==> config.mk <==
export PLATFORM = sky130hd
export DESIGN_NAME = prbs_lfsr
export DESIGN_NICKNAME = d
export VERILOG_FILES = /design/src/rtl/prbs_pkg.sv /design/src/rtl/prbs_lfsr.sv
export SDC_FILE = /design/constraint.sdc
export NUM_CORES = 1
export LEC_CHECK = 0
export CAP_MARGIN = 0
export CORE_AREA = 2 2 39 41
export CTS_CLUSTER_SIZE = 25
export DETAILED_ROUTE_END_ITERATION = 12
export DIE_AREA = 0 0 41 43
export HOLD_SLACK_MARGIN = 0.05
export SETUP_SLACK_MARGIN = 0.15
export SLEW_MARGIN = 20
export SYNTH_ARGS = -nofsm -noshare
export SYNTH_HDL_FRONTEND = slang
export SYNTH_SLANG_ARGS = --single-unit
==> constraint.sdc <==
create_clock -name emu_clk -period 1.6 [get_ports emu_clk]
set_input_delay 0.4 -clock emu_clk [delete_from_list [all_inputs] [get_ports emu_clk]]
set_output_delay 0.4 -clock emu_clk [all_outputs]
set_load 0.01 [all_outputs]
==> src/rtl/prbs_pkg.sv <==
// rtl/prbs_pkg.sv - shared PRBS7 types, taps and next-bit function
// Purpose: state encoding and polynomial helpers shared by the prbs
//          transmit generator and the prbs_checker receive side.
// Ports:   none (package).
package prbs_pkg;

    localparam int PRBS7_LEN = 7;

    // x^7 + x^6 + 1: feedback is s[6] ^ s[5]
    localparam logic [PRBS7_LEN-1:0] PRBS7_TAPS = 7'b110_0000;

    typedef enum logic [1:0] {
        ST_SEARCH = 2'd0,
        ST_VERIFY = 2'd1,
        ST_LOCKED = 2'd2
    } prbs_state_t;

    function automatic logic prbs7_next(input logic [PRBS7_LEN-1:0] s);
        return ^(s & PRBS7_TAPS);
    endfunction

endpackage

==> src/rtl/prbs_lfsr.sv <==
// rtl/prbs_lfsr.sv - PRBS7 shift register with data load and free-run advance
// Purpose: 7-bit Fibonacci LFSR. Loading shifts an external bit into s[0];
//          advancing shifts in its own prediction. Load wins over advance.
// Ports:   emu_clk, rst     - clock, async active-high reset (register -> 0)
//          load_en/load_bit - shift load_bit in
//          adv_en           - shift the prediction in
//          pred             - next expected bit, s[6] ^ s[5]
//          load_zero        - a load of load_bit now would leave s all-zero
module prbs_lfsr
    import prbs_pkg::*;
(
    input  logic emu_clk,
    input  logic rst,
    input  logic load_en,
    input  logic load_bit,
    input  logic adv_en,
    output logic pred,
    output logic load_zero
);

    logic [PRBS7_LEN-1:0] s;

    assign pred      = prbs7_next(s);
    assign load_zero = ({s[PRBS7_LEN-2:0], load_bit} == '0);

    always_ff @(posedge emu_clk or posedge rst) begin
        if (rst) begin
            s <= '0;
        end else if (load_en) begin
            s <= {s[PRBS7_LEN-2:0], load_bit};
        end else if (adv_en) begin
            s <= {s[PRBS7_LEN-2:0], pred};
        end
    end

endmodule

==> flow_summary_export.csv <==
group,metric,value,unit
status,status,"complete, but fails checks",
status,failed_checks,"setup timing",
synthesis,ys_types,11,
grt,grt_pass1_vias,250,
worst_setup_path,required,1.20,ns
clocking,insertion_delay,0.25,ns
final_layout,top_regs,"s: 7 flops",
clocking,htree_levels,1,
detailed_routing,wirelength,641,um
grt,grt_overflow,0,
timing,fin_crit,1.86,ns
detailed_routing,dr.pass1.iters,1,
synthesis,syn-cell-area,314,um^2
grt,grt_usage,9.31,%
synthesis,ys_ff_latch,7,
worst_setup_path,endpoint_kind,"output port",
worst_setup_path,r2r_start,"s[5]$_DFFE_PP0P_",
final_layout,fillerInstances,134,
final_layout,multiInputGateArea,144,um^2
worst_setup_path,crit_fanout,2,
grt,antenna_found_initial,0,
timing,grt_setup_unrepaired,"yes",
clocking,path_clk_slew,0.05,ns
floorplanning,die_w,41,um
synthesis,yosysWarnings,0,
final_layout,nNetsFinal,49,
final_layout,final_cell_area,500,um^2
worst_setup_path,start_kind,"flip-flop",
final_layout,regMostFlops,"s",
pwr,ir_drop,0.506,mV
final_layout,mostFrequentLayoutCells,"buf_4, dfrtp_1, mux2_1",
synthesis,syn_nets,27,
worst_setup_path,timing_worst_setup_path_type,"reg -> out",
detailed_routing,vias,237,
detailed_routing,wl_per_cell,10.9,um
timing,drv_slew,0,
place,place_ws,-0.786,ns
synthesis,synth-seq-area-share,55.8,%
pwr,power.leakage,0.238,nW
floorplanning,io_pins,7,
timing,slew_headroom,82.5,%
timing,worst_slack,-0.263,ns
final_layout,antennaDiodeCount,0,
clocking,hold_buffers,0,
timing,max_freq,537,MHz
worst_setup_path,r2r_slack,0.54,ns
place,placed_area,463,um^2
worst_setup_path,crit_family,"simple AND/OR/NAND/NOR gates",
final_layout,layout.cells.most_common,"buf_4",
final_layout,seqCellArea,175,um^2
synthesis,synth_cells,22,
detailed_routing,drtAntennaViolNets,0,
floorplanning,fp.coreArea,0.00138,mm^2
final_layout,largest_reg_flops,7,
pwr,power_density,1400,mW/mm^2
synthesis,synthTopCellsByArea,"dfrtp_1, mux2_1, nor4_2",
floorplanning,num_rows,14,
timing,worst_pin_slew,0.263,ns
place,place_congestion,0.733,
grt,grt_max_degree,8,
worst_setup_path,cpPeakStageDelay,0.54,ns
worst_setup_path,crit_buf_inv,1,
detailed_routing,first_iter_violations,0,
worst_setup_path,reg2regPathDepth,3,
worst_setup_path,crit_chain,"or4_4 > nor4_4 > buf_2",
worst_setup_path,arrival,1.46,ns
worst_setup_path,critPathSlowestCell,"or4_4",
worst_setup_path,r2r_end,"s[5]$_DFFE_PP0P_",
clocking,cts_buffers,3,
final_layout,drive_above_1_share,44.2,%
clocking,clock-root-buffer,"clkbuf_4",
floorplanning,die_y,43,um
synthesis,yosys.area.top_type_share,55.8,%
clocking,clockBufferDepth,2,
place,port_buffers,6,
floorplanning,die_area,0.00176,mm^2
timing,setup_viol,1,
timing,finClkSkew,0.00134,ns
timing,holdWs,0.379,ns
floorplanning,initial_core_util,22.7,%
min_path,hold_class,"in -> async",
timing,period_share,116,%
flow_run,maxCapViolCount,0,
timing,finalHoldViolCount,0,
grt,grt_pass1_wl,1030,um
detailed_routing,drc,0,
synthesis,postSynthAreaPerCell,14.3,um^2
detailed_routing,vias_per_cell,4.02,
clocking,clock-sinks,7,
final_layout,areaGrowthSynthToFinish,59.4,%
synthesis,synth.largest_area_cell,"dfrtp_1",
clocking,cts_tree,"built",
## power by group
part | switching, mW | total [mW] | internal, mW
logic | 0.0921 | 0.264 | 0.172
clock network | 0.0626 | 0.158 | 0.0950
registers | 0.0452 | 0.280 | 0.235
total | 0.200 | 0.702 | 0.503
## area by class of cell
class | count | share of cell area, %
Sequential cell | 7 | 35.0
Multi-Input combinational cell | 14 | 28.7
Timing Repair Buffer | 17 | 26.3
Clock buffer | 4 | 5.25
Tap cell | 16 | 4.00
Inverter | 1 | 0.750
## how the worst max path moves through the flow
stage	start	endpoint	slack, ns	cells after the start
after global placement	load_bit	load_zero	-0.75	4
after CTS	s[3]$_DFFE_PP0P_	load_zero	-0.28	3
after global routing	s[3]$_DFFE_PP0P_	load_zero	-0.34	3
after detailed placement	load_bit	load_zero	-0.79	4
after floorplan	s[1]$_DFFE_PP0P_	load_zero	0.11	2
final	s[3]$_DFFE_PP0P_	load_zero	-0.26	3
## cells by family (layout without fill, tap and decap cells)
kind of cell,after synthesis,in the layout,share of synthesized area [%]
flops,7,7,55.8
simple gates,6,6,15.9
xor+xnor,1,1,2.79
mux,6,6,21.5
compound gates,1,1,2.79
buf+inv,1,22,1.19
## cell usage after synthesis
library cell / count
nor3b_1: 1
mux2_1: 6
and2_1: 1
nor2_2: 1
inv_1: 1
nor2b_1: 1
dfrtp_1: 7
nor4_2: 1
or4_4: 1
a211o_1: 1
xor2_1: 1
## through the flow
step | util, % | setup TNS [ns] | power [mW] | std cells
floorplan | - | 0 | 0.375 | 22
global placement | 33.5 | -0.754 | 0.509 | 52
global route | 36.2 | -0.342 | 0.751 | 59
detailed placement | 33.5 | -0.786 | 0.522 | 52
finish | 36.2 | -0.263 | 0.702 | 59
CTS | 36.2 | -0.276 | 0.714 | 59
## timing repair
item / in CTS / in global routing
resized for setup: 9 / 0
endpoints found under the setup margin: 2 / 1
gates cloned: 0 / 0
buffers inserted: 3 / 0
pin swaps: 2 / 0
## routing by layer
metal  wire length (um)  global-route usage [%]
met1                254                    8.91
met2                352                    13.8
met5                  0                       0
met4                  4                    10.0
met3                 30                    3.14
No activity file was read; power rests on OpenSTA's default activity.
